## config.mk

```make
export PLATFORM = sky130hd
export DESIGN_NAME = keypad_scanner
export DESIGN_NICKNAME = d
export VERILOG_FILES = /design/src/rtl/keypad_pkg.sv /design/src/rtl/keypad_debounce.sv /design/src/rtl/keypad_scanner.sv
export SDC_FILE = /design/constraint.sdc
export NUM_CORES = 1
export LEC_CHECK = 0
export BUFFER_PORTS_ARGS = -buffer_cell sky130_fd_sc_hd__buf_4
export CAP_MARGIN = 15
export CORE_MARGIN = 3
export CORE_UTILIZATION = 62
export CTS_BUF_LIST = sky130_fd_sc_hd__clkbuf_8 sky130_fd_sc_hd__clkbuf_16
export DETAILED_ROUTE_END_ITERATION = 7
export GPL_TIMING_DRIVEN = 1
export PLACE_DENSITY = 0.83
export SLEW_MARGIN = 15
export SYNTH_ARGS = -nofsm -noshare
export SYNTH_HDL_FRONTEND = slang
export SYNTH_SLANG_ARGS = --single-unit
export TNS_END_PERCENT = 30
```

## constraint.sdc

```tcl
create_clock -name clock -period 3.41 [get_ports clock]
set_clock_uncertainty 0.05 [all_clocks]
set_input_delay 0.341 -clock clock [delete_from_list [all_inputs] [get_ports clock]]
set_output_delay 0.341 -clock clock [all_outputs]
set_load 0.03 [all_outputs]
```

## src/rtl/keypad_pkg.sv

```systemverilog
// -----------------------------------------------------------------------------
// keypad_pkg
//
// Shared definitions for the 4x3 matrix keypad scanner:
//   - NOKEY        : code reported when no single valid digit is pressed
//   - scan_state_e : scan FSM state encoding (COL0 -> COL1 -> COL2 -> EVAL)
//   - KEY_MAP      : key code for every (row, column) position
//   - col_drive_for: active-low column drive pattern for a column index
//
// No ports (package).
// -----------------------------------------------------------------------------
package keypad_pkg;

    localparam int NUM_ROWS = 4;
    localparam int NUM_COLS = 3;

    localparam logic [3:0] NOKEY = 4'd10;

    typedef enum logic [1:0] {
        COL0 = 2'd0,
        COL1 = 2'd1,
        COL2 = 2'd2,
        EVAL = 2'd3
    } scan_state_e;

    // Row-major key map. The '*' and '#' positions are real switches but carry
    // no digit, so they decode as NOKEY.
    localparam logic [3:0] KEY_MAP [NUM_ROWS][NUM_COLS] = '{
        '{4'd1,  4'd2, 4'd3 },
        '{4'd4,  4'd5, 4'd6 },
        '{4'd7,  4'd8, 4'd9 },
        '{NOKEY, 4'd0, NOKEY}
    };

    // One-cold column drive pattern: bit `col` low, the others high.
    function automatic logic [2:0] col_drive_for(input logic [1:0] col);
        logic [2:0] pattern;
        pattern = 3'b111;
        pattern[col] = 1'b0;
        return pattern;
    endfunction

endpackage

```

## src/rtl/keypad_debounce.sv

```systemverilog
// -----------------------------------------------------------------------------
// keypad_debounce
//
// Frame-level debouncer. Once per scan frame (frame_valid high for one cycle)
// it receives the frame's decoded code. The output key only changes after
// DEBOUNCE_CNT consecutive identical frame codes; press and release are
// treated the same way. key_pulse strobes for one cycle when key goes from
// NOKEY to a digit.
//
// Parameters:
//   DEBOUNCE_CNT : consecutive identical frames needed to change key (>= 1)
//
// Ports:
//   clock       in   system clock, rising edge
//   reset       in   asynchronous active-low reset
//   frame_valid in   one-cycle strobe, frame_code is valid
//   frame_code  in   decoded code of the frame just scanned (0-9 or NOKEY)
//   key         out  debounced key code (0-9 or NOKEY), registered
//   key_pulse   out  one-cycle NOKEY-to-digit strobe, registered
// -----------------------------------------------------------------------------
module keypad_debounce
    import keypad_pkg::*;
#(
    parameter int DEBOUNCE_CNT = 3
) (
    input  logic       clock,
    input  logic       reset,
    input  logic       frame_valid,
    input  logic [3:0] frame_code,
    output logic [3:0] key,
    output logic       key_pulse
);

    localparam int             CW      = $clog2(DEBOUNCE_CNT + 1);
    localparam logic [CW-1:0]  CNT_MAX = CW'(DEBOUNCE_CNT);
    localparam logic [CW-1:0]  CNT_ONE = CW'(1);

    logic [3:0]    prev_code_q, prev_code_d;
    logic [CW-1:0] stable_cnt_q, stable_cnt_d;
    logic [3:0]    key_q, key_d;
    logic          key_pulse_q, key_pulse_d;

    // NOTE: every signal assigned in an always_comb gets a default value at the
    // top of the block, so no path leaves it unassigned and no latch is inferred.
    always_comb begin
        prev_code_d  = prev_code_q;
        stable_cnt_d = stable_cnt_q;
        key_d        = key_q;
        key_pulse_d  = 1'b0;

        if (frame_valid) begin
            if (frame_code == prev_code_q) begin
                // Saturate so a long hold never wraps back below the threshold.
                if (stable_cnt_q != CNT_MAX) begin
                    stable_cnt_d = stable_cnt_q + 1'b1;
                end
            end else begin
                stable_cnt_d = CNT_ONE;
                prev_code_d  = frame_code;
            end

            // Once saturated, key already equals frame_code, so reloading it is
            // harmless and the pulse term below evaluates false.
            if (stable_cnt_d == CNT_MAX) begin
                key_d       = frame_code;
                key_pulse_d = (key_q == NOKEY) && (frame_code != NOKEY);
            end
        end
    end

    // NOTE: sequential state uses non-blocking assignments so every flop
    // samples the pre-edge values regardless of statement order.
    always_ff @(posedge clock or negedge reset) begin
        if (!reset) begin
            prev_code_q  <= NOKEY;
            stable_cnt_q <= '0;
            key_q        <= NOKEY;
            key_pulse_q  <= 1'b0;
        end else begin
            prev_code_q  <= prev_code_d;
            stable_cnt_q <= stable_cnt_d;
            key_q        <= key_d;
            key_pulse_q  <= key_pulse_d;
        end
    end

    assign key       = key_q;
    assign key_pulse = key_pulse_q;

endmodule

```

## src/rtl/keypad_scanner.sv

```systemverilog
// -----------------------------------------------------------------------------
// keypad_scanner
//
// 4x3 matrix keypad scanner. Columns are driven low one at a time, each for
// SCAN_DIV cycles; rows are sampled on the last cycle of every column. After
// the third column a one-cycle EVAL state decides the frame code: the mapped
// digit if exactly one key was seen in the whole frame, NOKEY otherwise
// (covers no key, '*', '#', and ghosting from multiple keys). Frame codes are
// then debounced by keypad_debounce. Frame period is 3*SCAN_DIV+1 cycles.
//
// Configuration macro:
//   KEYPAD_SYNC_EN : when defined, row passes through a 2-flop synchronizer
//                    (reset value 4'b1111) before sampling. This delays the
//                    sampled view of row by 2 cycles, so SCAN_DIV >= 3 is
//                    required. When undefined, row is sampled directly.
//
// Parameters:
//   SCAN_DIV     : cycles each column is driven (>= 2; >= 3 with sync)
//   DEBOUNCE_CNT : consecutive identical frames needed to change key (>= 1)
//
// Ports:
//   clock     in   system clock, rising edge
//   reset     in   asynchronous active-low reset
//   row       in   keypad rows, active-low, externally pulled up
//   col_drive out  keypad columns, active-low, exactly one bit low, registered
//   key       out  debounced key code, 0-9 or 10 (NOKEY)
//   key_pulse out  one-cycle strobe on NOKEY-to-digit change
// -----------------------------------------------------------------------------
module keypad_scanner
    import keypad_pkg::*;
#(
    parameter int SCAN_DIV     = 4,
    parameter int DEBOUNCE_CNT = 3
) (
    input  logic       clock,
    input  logic       reset,
    input  logic [3:0] row,
    output logic [2:0] col_drive,
    output logic [3:0] key,
    output logic       key_pulse
);

    localparam int            DW         = (SCAN_DIV > 1) ? $clog2(SCAN_DIV) : 1;
    localparam logic [DW-1:0] DWELL_LAST = DW'(SCAN_DIV - 1);

    // -------------------------------------------------------------------------
    // Row input path
    // -------------------------------------------------------------------------
    logic [3:0] row_s;

`ifdef KEYPAD_SYNC_EN
    logic [3:0] row_meta_q;
    logic [3:0] row_sync_q;

    // Idle rows read high, so the synchronizer resets to "no key".
    always_ff @(posedge clock or negedge reset) begin
        if (!reset) begin
            row_meta_q <= 4'b1111;
            row_sync_q <= 4'b1111;
        end else begin
            row_meta_q <= row;
            row_sync_q <= row_meta_q;
        end
    end

    assign row_s = row_sync_q;
`else
    assign row_s = row;
`endif

    // -------------------------------------------------------------------------
    // Scan state
    // -------------------------------------------------------------------------
    scan_state_e   state_q;
    logic [DW-1:0] dwell_q;
    logic [2:0]    col_drive_q;
    logic [1:0]    hit_cnt_q;   // keys seen this frame, saturating at 2
    logic [3:0]    hit_code_q;  // code of the most recently seen key

    logic [1:0]    col_idx;
    logic [2:0]    col_hits;
    logic [3:0]    col_code;
    logic [2:0]    hit_sum;
    logic [1:0]    hit_cnt_d;
    logic [3:0]    hit_code_d;

    // Decode the rows seen on the currently driven column and fold them into
    // the frame's running key count. A count of 2 already means "reject", so
    // the count saturates there instead of growing to 12.
    always_comb begin
        col_idx = 2'd0;
        case (state_q)
            COL1:    col_idx = 2'd1;
            COL2:    col_idx = 2'd2;
            default: col_idx = 2'd0;
        endcase

        col_hits = '0;
        col_code = NOKEY;
        for (int r = NUM_ROWS - 1; r >= 0; r--) begin
            if (!row_s[r]) begin
                col_hits = col_hits + 3'd1;
                col_code = KEY_MAP[r][col_idx];
            end
        end

        hit_sum    = {1'b0, hit_cnt_q} + col_hits;
        hit_cnt_d  = (hit_sum >= 3'd2) ? 2'd2 : hit_sum[1:0];
        // Only matters when the frame ends with exactly one hit, in which case
        // this is the single column that produced it.
        hit_code_d = (col_hits != 3'd0) ? col_code : hit_code_q;
    end

    // Scan FSM. col_drive is registered and always loaded with the pattern of
    // the state being entered, so it never glitches between columns.
    always_ff @(posedge clock or negedge reset) begin
        if (!reset) begin
            state_q     <= COL0;
            dwell_q     <= '0;
            col_drive_q <= 3'b110;
            hit_cnt_q   <= '0;
            hit_code_q  <= NOKEY;
        end else begin
            case (state_q)
                COL0, COL1, COL2: begin
                    if (dwell_q == DWELL_LAST) begin
                        // Last cycle of the column: sample rows and move on.
                        dwell_q    <= '0;
                        hit_cnt_q  <= hit_cnt_d;
                        hit_code_q <= hit_code_d;
                        if (state_q == COL0) begin
                            state_q     <= COL1;
                            col_drive_q <= col_drive_for(2'd1);
                        end else if (state_q == COL1) begin
                            state_q     <= COL2;
                            col_drive_q <= col_drive_for(2'd2);
                        end else begin
                            // EVAL keeps column 0 driven so exactly one column
                            // is always low.
                            state_q     <= EVAL;
                            col_drive_q <= col_drive_for(2'd0);
                        end
                    end else begin
                        dwell_q <= dwell_q + 1'b1;
                    end
                end
                EVAL: begin
                    // Frame decided this cycle; clear accumulators for the next.
                    state_q     <= COL0;
                    dwell_q     <= '0;
                    col_drive_q <= col_drive_for(2'd0);
                    hit_cnt_q   <= '0;
                    hit_code_q  <= NOKEY;
                end
                default: begin
                    state_q     <= COL0;
                    dwell_q     <= '0;
                    col_drive_q <= col_drive_for(2'd0);
                    hit_cnt_q   <= '0;
                    hit_code_q  <= NOKEY;
                end
            endcase
        end
    end

    assign col_drive = col_drive_q;

    // -------------------------------------------------------------------------
    // Frame decision and debounce
    // -------------------------------------------------------------------------
    logic       frame_valid;
    logic [3:0] frame_code;

    assign frame_valid = (state_q == EVAL);
    assign frame_code  = (hit_cnt_q == 2'd1) ? hit_code_q : NOKEY;

    keypad_debounce #(
        .DEBOUNCE_CNT (DEBOUNCE_CNT)
    ) u_debounce (
        .clock       (clock),
        .reset       (reset),
        .frame_valid (frame_valid),
        .frame_code  (frame_code),
        .key         (key),
        .key_pulse   (key_pulse)
    );

endmodule

```

# Word level (Yosys, flattened, before mapping)
# Cells that the tools add are included.
# totals
reg_bits	24
word_cells	81
# op_classes
n_addsub	6
n_lt_le_gt_ge	2
n_eq_ne	12
mux	43
bitwise_logic	2
n_reduce_logical	7
# ops
operator	count
$mux W4	15
$bmux W4 S2	4
$mux W3	6
$mux W2	8
$pmux W2 S2	4
$add A3 B1 Y3 const B	3
$eq A2 B2 Y1 const B	4
$pmux W4 S2	1
$ne A2 B2 Y1 const B	3
$pmux W3 S2	1
$reduce_and A2 Y1	3
$add A2 B1 Y2 const B	2
$eq A2 B1 Y1 const B	2
$eq A4 B4 Y1	1
$eq A4 B4 Y1 const B	1
$mux W1	4
$ne A4 B4 Y1 const B	1
$add A2 B3 Y3	1
$ge A3 B2 Y1 const B	1
$ge A3 B3 Y1 const B	1
$not A2 Y3	1
$reduce_bool A3 Y1	1
$reduce_or A3 Y1	1
$logic_not A2 Y1	1
other kinds (2)	2

# Depth between registers and ports, before layout
# depth
word_depth	13
mapped_depth	10
ltp_nobuf	10

# Modules after synthesis
# Synthesis repeated with hierarchy kept, for this count alone.
# hier_totals
cells_unflattened	134
area_unflattened_um2	1471.4
# by_module_without_submodules
mod	n_inst	cells_per_inst	area_each_um2	seq_area_each_um2
keypad_scanner	1	97	953.4	330.3
keypad_debounce	1	37	518.0	280.3

# Worst setup path before layout
# No wires, ideal clock.
# synth_timing
kind	input-to-reg
from	input port row[2]
to	register hit_cnt_q[0]
setup_time_ns	0.129
t_arrival_ns	2.016
required_time_ns	3.231
setup_slack_ns	1.214
cell_stages	8
n_path_buf	0
path_cell_list	inv_1 ha_1 xnor2_1 ha_1 mux2i_1 fa_1 nand4_1 o21ai_0
# synth_via
elab_chain_cells	10
# synth_lines
item	line_no	rtl
start: declaration	keypad_scanner.sv:37	input logic [3:0] row,
$mux W3 (*)	keypad_scanner.sv:101	if (!row_s[r]) begin
$add A3 B1 Y3	keypad_scanner.sv:102	col_hits = col_hits + 3'd1;
$mux W3 (*)	keypad_scanner.sv:101	
$add A3 B1 Y3	keypad_scanner.sv:102	
$mux W3 (*)	keypad_scanner.sv:101	
$add A2 B3 Y3 (*)	keypad_scanner.sv:107	hit_sum = {1'b0, hit_cnt_q} + col_hits;
$ge A3 B2 Y1	keypad_scanner.sv:108	hit_cnt_d = (hit_sum >= 3'd2) ? 2'd2 : hit_sum[1:0];
$mux W2 (*)	keypad_scanner.sv:108	
$mux W2 (*)	keypad_scanner.sv:126	if (dwell_q == DWELL_LAST) begin
$pmux W2 S2 (*)	keypad_scanner.sv:124	case (state_q)
end signal: assignment	keypad_scanner.sv:129	hit_cnt_q <= hit_cnt_d;
end: declaration	keypad_scanner.sv:77	logic [1:0] hit_cnt_q;
# Mark *: on every way between the ends. The rest lies on a longest branch, timed or not. The select of a mux whose other input is x is not followed.
# A chain may end at the register's enable or synchronous reset.

# Worst setup path after layout
# layout_timing
from	input port row[2]
to	register hit_code_q[2]
# layout_via
elab_chain_cells	8
elab_cells_between_ends	14
cone_classes	add/sub: 2; eq/ne: 1; mux: 9; reduce/logical: 2
# layout_lines
item	line_no	rtl
$mux W3	keypad_scanner.sv:101	
$add A3 B1 Y3	keypad_scanner.sv:102	
$mux W3	keypad_scanner.sv:101	
$add A3 B1 Y3	keypad_scanner.sv:102	
$mux W3	keypad_scanner.sv:101	
$reduce_bool A3 Y1	keypad_scanner.sv:111	hit_code_d = (col_hits != 3'd0) ? col_code : hit_code_q;
$ne A2 B2 Y1 (no source line)	--	
$reduce_and A2 Y1 (no source line)	--	
end signal: assignment	keypad_scanner.sv:130	hit_code_q <= hit_code_d;
end: declaration	keypad_scanner.sv:78	logic [3:0] hit_code_q;
# Several ways; a longest one is shown, not always the timed one. The select of a mux whose other input is x is not followed.

==> results.cfg <==
[floorplan]
die_area_um2 = 2950
top_level_ports = 14
floorplan.core_area_um2 = 2080
start_util = 0.696
row_count = 16
chipHeight_um = 54.3
dieWidth_um = 54.3

[synthesis]
syn_inst = 142
synth_sequential_area_ratio = 0.421
synthesis.area_um2 = 1450
synthesis.nets = 160
number_of_flops_mapped_to_enable_cells_by_yosys = 0
dominantRegCellSynth = dfrtp_1
synth.ff_latch_count = 24
synth.lib_cells_used.distinct = 40
synth-async-reset-ratio = 1.00
ys_warn_count = 0
syn_avg_cell_area_um2 = 10.2

[pwr]
cellPowerDensity_nw_per_um2 = 519
power.static_leakage_uw = 0.000723
vdd.ir_drop.worst_v = 0.000452

[run_status]
status = finished, final reports clean

[critical_path]
worstSetupStartpoint = row[2]
worst_path_required_time_ns = 3.57
worstPathCellList = buf_4, inv_1, ha_1, xnor2_1, ha_1, nor2b_1, xnor2_1, a31oi_1, nor3_1, a32o_1
critical_path_arrival_ns = 2.42
r2r-end = u_debounce.key[0]$_DFFE_PN0P_
endpoint_kind = register
timing.critical_path.slowest_stage_cell = nor3_1
timing.critical_path.fanout_max = 6
reg2reg_slack_ns = 1.19
max_stage_delay_ns = 0.37
endpoint = hit_code_q[2]$_DFFE_PN0P_
rr_worst_depth = 5
worstSetupPathType = in2reg
critPathLaunchType = primary input
crit-reg2reg-launch = hit_cnt_q[0]$_DFFE_PN0P_

[detailed_routing]
uppermost_layer_routed = met4
postRouteWirelength_um = 3050
drt.antenna.violating_nets = 0
drcViolationCount = 0
first_iter_violations = 29
total_met2_wirelength_after_detailed_routing_um = 1570
detailedRoute.firstPassIterationCount = 4
met3_length_um = 148
vias = 1087
route.layer.met1.wl_um = 1220
wl_per_cell_um = 16.8
drt-vias-per-instance = 5.97

[grt]
grt_start_max_net_pins = 25
global_route.overflow_total = 0
grt_antenna_before_repair = 0
number_of_global_route_vias_before_repair = 1102
grt.total_usage = 0.252
grt_pass1_wl_um = 5110

[cts]
cts-htree-levels = 1
tritoncts = built
cts-root-buf = clkbuf_8
clk-insertion-delay-late_ns = 0.27
post_cts_setup_bufs = 0
numCtsBuffers = 3
cts.repair.resized = 0
clkSlewWorstSetupHoldPaths_ns = 0.09
clockBufferDepth = 2
clkSinkCount = 24

[hold_path]
min_from = row[0]
hold_path_class = in2reg

[final_layout]
layout.cells.most_common = dfrtp_1
area_growth_pct = 12.9
diodes = 0
layout.cells.most_common_list = dfrtp_1, nand2_1, buf_4, inv_1, ha_1
finalNetCount = 174
finish.utilization = 0.785
drive_above_1_share = 0.265

[place]
port_buffers = 13
gp_congestion = 0.801
pre_cts_ws_ns = 0.909
hpwl_um = 2280

[sta]
maxSlewViolCount = 0
setup-violations-final = 0
timing.final.hold_violations = 0
layout_worst_path_cycle_share = 0.663
tightest_slew_ns = 0.537
whs_ns = 0.351
final.setup.tns_ns = 0
relSlewSlack = 0.642
final_critical_path_required_period_ns = 2.26
rsz_0062_raised_after_global_routing = no
final_ws_setup_ns = 1.15
max_freq_mhz = 442

[job]
cap_violations = 0
-- logic make-up after synthesis --
family                     synth area share
AOI/OAI and AO/OA                     0.116
xor gates and xnor gates             0.0363
adders and majority gates             0.109
buffers and inverters                0.0466
DFF                                   0.421
muxes                                0.0915
and+or+nand+nor                       0.180
-- synthesized netlist by cell type (3+ instances only) --
cell type,count,area share
nor2b_1,3,0.013
nand3b_1,3,0.016
clkbuf_1,4,0.010
xnor2_1,6,0.036
nor3_1,4,0.014
inv_1,11,0.028
nand2_1,13,0.034
a21oi_1,3,0.010
nor2_1,10,0.026
dfstp_2,8,0.15
o21ai_0,6,0.021
dfrtp_1,16,0.28
nand3_1,3,0.010
mux2_2,10,0.078
ha_1,11,0.095
-- how the worst min path moves through the flow --
stage,cells after the start,slack (ns),to
after CTS,3,0.35,hit_code_q[3]$_DFFE_PN1P_
after detailed placement,1,0.21,hit_cnt_q[0]$_DFFE_PN0P_
after global placement,1,0.20,hit_cnt_q[0]$_DFFE_PN0P_
final,3,0.35,hit_code_q[3]$_DFFE_PN1P_
after global routing,3,0.36,hit_code_q[3]$_DFFE_PN1P_
after floorplan,0,-0.005,col_drive[0]$_DFFE_PN0P_
-- routing by layer --
metal | up-vias | track usage
li1 | 518 | -
met1 | 516 | 0.291
met2 | 40 | 0.436
met3 | 13 | 0.0599
met4 | 0 | 0.116
met5 | - | 0
-- what timing repair did --
action / CTS / global route
hold buffers: 1 / 0
endpoints found under the setup margin: 0 / 0
hold endpoints to repair: 16 / 0
-- state kept, by name (all words and copies together) (netlist names) --
register                 flops
hit_cnt_q                    2
u_debounce.prev_code_q       4
u_debounce.key_pulse         1
u_debounce.stable_cnt_q      2
u_debounce.key               4
hit_code_q                   4
col_drive                    3
state_q                      2
dwell_q                      2
-- per-stage QoR --
step           cells  instance area (µm²)  total power, µW
3_3_place_gp     177                 1550              581
6_report         182                 1640              849
3_5_place_dp     177                 1550              600
4_1_cts          182                 1640              853
2_1_floorplan    142                 1450              534
5_1_grt          182                 1640              895
-- layout make-up --
cell class	instances	area, µm²
clock buffer	3	41.3
clock inverter	1	30.0
fill	140	447
inverter	11	41.3
multi-input combinational	102	771
sequential	24	611
tap	27	33.8
timing repair buffer	14	108
-- critical path: cells and delay by family --
| kind | cells | cell delay [ns] |
|---|---|---|
| adder cells (fa/ha/maj) | 2 | 0.53 |
| AND/OR/NAND/NOR | 2 | 0.53 |
| XOR/XNOR | 2 | 0.49 |
| AO/OA/AOI/OAI | 2 | 0.36 |
| buffers and inverters | 2 | 0.17 |
-- report_power, final --
part / internal, µW / total [µW] / switching [µW]
Combinational: 96.7 / 220 / 123
Clock: 157 / 253 / 95.4
Sequential: 336 / 377 / 41.2
(Power assumes the default switching activity.)
